[src/rtl/nibble_mult_sequencer.sv]
// WIDTH x WIDTH unsigned multiplier that time-shares one external 4x4 array multiplier,
// issuing one nibble pair per clock (row-major) and shift-accumulating the partial products.
module nibble_mult_sequencer #(
   parameter int unsigned WIDTH = 8
) (
   input  logic                 clk,
   input  logic                 rst_n,
   input  logic                 in_valid,
   output logic                 in_ready,
   input  logic [WIDTH-1:0]     op_a,
   input  logic [WIDTH-1:0]     op_b,
   output logic                 out_valid,
   input  logic                 out_ready,
   output logic [2*WIDTH-1:0]   product,
   output logic                 busy,
   output logic [3:0]           mul_a,
   output logic [3:0]           mul_b,
   input  logic [7:0]           mul_p
);
   localparam int unsigned NIB = WIDTH / 4;
   localparam int unsigned IW  = (NIB > 1) ? $clog2(NIB) : 1;

   typedef enum logic [1:0] {
      IDLE,
      CALC,
      DONE
   } state_t;

   state_t               state_q;
   logic [WIDTH-1:0]     a_q, b_q;
   logic [2*WIDTH-1:0]   acc_q;
   logic [IW-1:0]        i_q, j_q, i_d, j_d;
   logic                 last_pair;
   logic [2*WIDTH-1:0]   pp_shifted;
   logic                 in_ready_q, out_valid_q, busy_q;
   logic [3:0]           mul_a_q, mul_b_q;

   function automatic logic [3:0] nib(input logic [WIDTH-1:0] v, input logic [IW-1:0] k);
      return 4'(v >> (4 * k));
   endfunction

   always_comb begin
      last_pair  = (i_q == IW'(NIB - 1)) && (j_q == IW'(NIB - 1));
      pp_shifted = (2*WIDTH)'(mul_p) << (4 * (32'(i_q) + 32'(j_q)));
      i_d        = i_q;
      j_d        = j_q + 1'b1;
      if (j_q == IW'(NIB - 1)) begin
         j_d = '0;
         i_d = i_q + 1'b1;
      end
   end

   // mul_a/mul_b are registered, so each CALC edge preloads the nibbles of the pair
   // that the following edge will accumulate.
   always_ff @(posedge clk or negedge rst_n) begin
      if (!rst_n) begin
         state_q     <= IDLE;
         a_q         <= '0;
         b_q         <= '0;
         acc_q       <= '0;
         i_q         <= '0;
         j_q         <= '0;
         in_ready_q  <= 1'b1;
         out_valid_q <= 1'b0;
         busy_q      <= 1'b0;
         mul_a_q     <= '0;
         mul_b_q     <= '0;
      end else begin
         case (state_q)
            IDLE: begin
               if (in_valid && in_ready_q) begin
                  state_q    <= CALC;
                  a_q        <= op_a;
                  b_q        <= op_b;
                  acc_q      <= '0;
                  i_q        <= '0;
                  j_q        <= '0;
                  in_ready_q <= 1'b0;
                  busy_q     <= 1'b1;
                  mul_a_q    <= op_a[3:0];
                  mul_b_q    <= op_b[3:0];
               end
            end
            CALC: begin
               acc_q <= acc_q + pp_shifted;
               if (last_pair) begin
                  state_q     <= DONE;
                  out_valid_q <= 1'b1;
                  i_q         <= '0;
                  j_q         <= '0;
                  mul_a_q     <= '0;
                  mul_b_q     <= '0;
               end else begin
                  i_q     <= i_d;
                  j_q     <= j_d;
                  mul_a_q <= nib(a_q, i_d);
                  mul_b_q <= nib(b_q, j_d);
               end
            end
            DONE: begin
               if (out_ready) begin
                  state_q     <= IDLE;
                  out_valid_q <= 1'b0;
                  busy_q      <= 1'b0;
                  in_ready_q  <= 1'b1;
               end
            end
            default: state_q <= IDLE;
         endcase
      end
   end

   assign in_ready  = in_ready_q;
   assign out_valid = out_valid_q;
   assign busy      = busy_q;
   assign product   = acc_q;
   assign mul_a     = mul_a_q;
   assign mul_b     = mul_b_q;

endmodule

[config.mk]
export PLATFORM = sky130hd
export DESIGN_NAME = nibble_mult_sequencer
export DESIGN_NICKNAME = d
export VERILOG_FILES = /design/src/rtl/nibble_mult_sequencer.sv
export SDC_FILE = /design/constraint.sdc
export NUM_CORES = 1
export LEC_CHECK = 0
export BUFFER_PORTS_ARGS = -buffer_cell sky130_fd_sc_hd__buf_2
export CAP_MARGIN = 20
export CORE_MARGIN = 2
export CORE_UTILIZATION = 50
export DETAILED_ROUTE_END_ITERATION = 8
export GPL_TIMING_DRIVEN = 0
export PLACE_DENSITY = 0.76
export SYNTH_ARGS = -nofsm -noshare
export SYNTH_HDL_FRONTEND = slang
export SYNTH_SLANG_ARGS = --single-unit
[constraint.sdc]
create_clock -name clk -period 3.44 [get_ports clk]
set_clock_uncertainty 0.2 [all_clocks]
set_input_delay 0.172 -clock clk [delete_from_list [all_inputs] [get_ports clk]]
set_output_delay 0.172 -clock clk [all_outputs]
set_load 0.05 [all_outputs]
Word level (Yosys, flattened, before mapping)
Cells that the tools add are included.
{"block": "totals", "mem_bits_rw": 0, "regBits": 47, "out_inout_bits": 27, "latch_bits": 0, "wordCells": 60, "mem_count": 0, "romBits": 0}
{"block": "op_classes", "div": 0, "shift": 3, "muxes": 26, "n_addsub": 4, "bitwise_logic": 0, "reduce_logical": 11, "n_mul": 0, "n_eq_ne": 5, "magnitude_cmp": 0}
{"op": "one-hot mux 16 bit (2 select lines)", "count": 1}
{"op": "adder 16 bit", "count": 1}
{"op": "2-to-1 mux 16 bit", "count": 1}
{"op": "2-to-1 mux 4 bit", "count": 4}
{"op": "one-hot mux 4 bit (2 select lines)", "count": 2}
{"op": "left shift 8 x 4 -> 16 bit", "count": 1}
{"op": "right shift 8 x 3 -> 4 bit", "count": 2}
{"op": "one-hot mux 1 bit (2 select lines)", "count": 5}
{"op": "2-to-1 mux 1 bit", "count": 9}
{"op": "AND reduction 3 bit", "count": 3}
{"op": "2-to-1 mux 2 bit", "count": 3}
{"op": "inequality test 2 bit (second input constant)", "count": 3}
{"op": "one-hot mux 2 bit (3 select lines)", "count": 1}
{"op": "nonzero test 2 bit", "count": 3}
{"op": "AND reduction 2 bit", "count": 2}
{"op": "adder 1 bit (second input constant)", "count": 2}
{"op": "adder 1 x 1 -> 2 bit", "count": 1}
{"op": "== test 2 x 1 -> 1 bit (second input constant)", "count": 1}
{"op": "== test 2 bit (second input constant)", "count": 1}
{"op": "logical AND 1 bit", "count": 2}
{"op": "logical NOT 2 bit", "count": 1}

Logic depth before layout (Yosys ltp)
{"block": "depth", "ltp_word": 5, "ltp_mapped": 13}

Worst setup path after synthesis
Ideal clock, no wire load.
{"block": "synth_path", "path_type": "register -> register", "start": "register i_q", "end": "register acc_q[12] (netlist: product[12])", "arrival_ns": 2.902, "setup_ns": 0.122, "required_time_ns": 3.118, "stages_incl_launch_ff": 14, "path_slack_ns": 0.217, "cell_sequence": "dfrtp_1 > ha_1 > buf_1 > nor2_1 > and2_1 > ha_1 > inv_1 > fa_1 > nor2b_4 > o211ai_1 > a21o_1 > a31oi_1 > or3_1 > a32o_1"}
{"block": "synth_via", "elab_chain_len": 4}
{"element": "start, declared", "line_no": "32", "rtl": "logic [IW-1:0] i_q, j_q, i_d, j_d;"}
{"element": "start signal, assigned", "line_no": "94", "rtl": "i_q <= i_d;"}
{"element": "adder 1 x 1 -> 2 bit", "line_no": "44", "rtl": "pp_shifted = (2*WIDTH)'(mul_p) << (4 * (32'(i_q) + 32'(j_q)));"}
{"element": "left shift 8 x 4 -> 16 bit", "line_no": "44"}
{"element": "adder 16 bit", "line_no": "85", "rtl": "acc_q <= acc_q + pp_shifted;"}
{"element": "one-hot mux 16 bit (2 select lines)", "line_no": "69", "rtl": "case (state_q)"}
{"element": "end signal, assigned", "line_no": "85"}
{"element": "end, declared", "line_no": "31", "rtl": "logic [2*WIDTH-1:0] acc_q;"}
No other way between the ends.
A chain may end at the register's enable or synchronous reset.

Final worst setup path
Ends and elaborated chain as after synthesis.

==> metrics <==
status finished, final reports clean; Core Util, Final 64.55%; clock sink count between 40 and 50; Synth Net Count between 300 and 400; asr flop ratio synth 100.0%; Clk Latency, worst-skew pair 300 ps; Die H 79.69 µm; min-delay worst type in2async; crit-path max cell delay roughly 430 ps; Netlist cell types 55; met1 Use GR 29.18%; CP Capture Type register; hold slack final 36.71 ps; CTS tree yes; met3 Resource Use GR 3.167%; GRT Util Overall 23.80%; post-CTS setup buffer count 0; htree depth 2; synth top area cells dfrtp_1, nand2_1, ha_1; clock-pin slew on the worst setup and hold paths 90 ps; Layout Cells excl Fill 467; Longest Clk Path Bufs 2; CTS root buffer clkbuf_8; critical path's slowest cell dfrtp_1; DRC viols 0; Slew HR 61.45%; WL per Instance roughly 15 µm; syn avg cell area 9.092 µm²; RSZ-0062 raised after global routing false; slack of the critical path 121.9 ps; die area between 0.006 and 0.007 mm²; period utilization 96.46%; Worst Path Max Fanout 10; Max Cap Viol 0; PwrDens 297.6 mW/mm²; Post-Syn Area 0.002864 mm²; I/O pin count 55; area leader, netlist dfrtp_1; crit-path leading delay family compound AO/OA/AOI/OAI gates; Die W 79.69 µm; GPL Wtd Cong 0.9327; Final Setup Violations 0; core area 0.005507 mm²; n_diodes 0; Routed WL 7024 µm; most frequent cells in the layout nand2_1, buf_2, dfrtp_1; Synth Flop Type dfrtp_1; sequential cell area fraction in the yosys report 41.11%; CP Class reg2reg; Antenna Nets Post-Route 0; Tmin final roughly 3300 ps; CTS buffer count 5; worst vdd rail ir drop 0.0002159 V; total number of vias about 2500; Slew @ Worst Pin 578.3 ps; commonest non-fill, non-tap cell in the layout nand2_1; Place WS -157.9 ps; crit-path cells ha_4 > buf_4 > nor2_2 > and2_1 > ha_1 > inv_1 > fa_1 > nor2b_4 > o211ai_1 > a21o_1 > a31oi_1 > o21ai_0 > a32o_1; Placed Cells 441; critical path data required time 3430 ps; vias in the first global route 2580; GR peak layer met2; share of cells above drive strength 1 about 22%; Design Power 1058 µW; initial antenna violation count 0; Mapped Cells 315; pin count of the biggest net entering global routing 48; DRT Pass-1 Iters 4; WP buf/inv 2; DP HPWL 5049 µm; Static Leak around 0.0018 µW; met2 Usage GRT about 43%; Filler Cell Count about 460; Slew Limit Fails 0; CP arrival 3310 ps; Fin. Hold Viols 0; global route overflow 0; FMAX 301.4 MHz; type of origin of the critical path register; Synth warnings 0; Core Rows 27; Buffers on Ports 54; EDFF count, synth 0; first-pass GRT wire length 11860 µm; routed vias/inst between 5 and 6; post-synth top area share 40.19%; Nets roughly 440; Layout area overhead 24.12%; Initial Utilization 52.01%; DRT iter0 DRCs 166; synthesized flop and latch total 47
## final timing paths
path | start | endpoint | slack (ps) | cells after the start
max | i_q$_DFFE_PN0P_ | product[12]$_DFFE_PN0P_ | 120 | 13
min | rst_n | product[7]$_DFFE_PN0P_ | 40 | 2
max reg2reg | i_q$_DFFE_PN0P_ | product[12]$_DFFE_PN0P_ | 120 | 13
min reg2reg | a_q[5]$_DFFE_PN0P_ | a_q[5]$_DFFE_PN0P_ | 280 | 2
max in group asynchronous | rst_n | in_ready$_DFFE_PN1P_ | 2470 | 3
min in group clk | in_valid | in_ready$_DFFE_PN1P_ | 40 | 4
## sequential cells by signal, indices dropped and copies added (netlist names)
| signal | cells |
|---|---|
| a_q | 8 |
| b_q | 8 |
| busy | 1 |
| i_q | 1 |
| in_ready | 1 |
| j_q | 1 |
| mul_a | 4 |
| mul_b | 4 |
| out_valid | 1 |
| product | 16 |
| state_q | 2 |
## cell type report
class                   instances  area (µm²)  area share, %
well taps                      72       90.09          2.534
flip-flops and latches         47        1177          33.12
multi-input cells             248        1629          45.83
clock inverters                 2       37.54          1.056
clock buffers                   5       68.82          1.936
repair buffers                 73       470.5          13.23
plain buffers                  13       55.05          1.549
inverters                       7       26.28         0.7392
## cells in the mapped netlist, types with 4 or more instances
cell and instances:
a21o_1 7, a21oi_1 9, a22o_1 4, and2_1 4, clkbuf_1 9, dfrtp_1 46, ha_1 17, inv_1 6
mux2i_1 13, nand2_1 84, nand3_1 14, nor2_1 8, nor2b_1 7, o211ai_1 10, o21ai_0 15, xnor2_1 4
xor2_1 5
## report_power, final
part | switching [µW] | internal, µW
combinational | 51.1 | 43.0
clock | 194 | 213
sequential | 2.29 | 554
## timing repair
| item | CTS | global route |
|---|---|---|
| pin swaps | 0 | 0 |
| setup endpoints to repair | 5 | 6 |
| hold buffers | 18 | 0 |
| hold endpoints to repair | 70 | 0 |
| gates resized for setup | 1 | 6 |
## per-layer routing
| layer | up-vias | wire length [µm] |
|---|---|---|
| li1 | 1264 | - |
| met3 | 10 | 306 |
| met2 | 65 | 3567 |
| met1 | 1206 | 3055 |
| met4 | 0 | 95 |
| met5 | - | 0 |
## through the flow
stage	TNS [ps]	area [µm²]
final	0	3555
after floorplan	0	2864
after global routing	0	3555
after detailed placement	-414.2	3224
after CTS	0	3512
after global placement	-136.6	3224
## cell families (layout without fill, tap and decap cells)
| kind of cell | Yosys count | in the layout | synth area share, % |
|---|---|---|---|
| AOI/OAI and AO/OA | 73 | 73 | 18.87 |
| xor gates and xnor gates | 9 | 9 | 2.752 |
| adders and majority gates | 18 | 18 | 8.126 |
| buffers and inverters | 20 | 100 | 2.708 |
| DFF | 47 | 47 | 41.11 |
| muxes | 13 | 13 | 4.543 |
| and+or+nand+nor | 135 | 135 | 21.89 |
(Power assumes the default switching activity.)
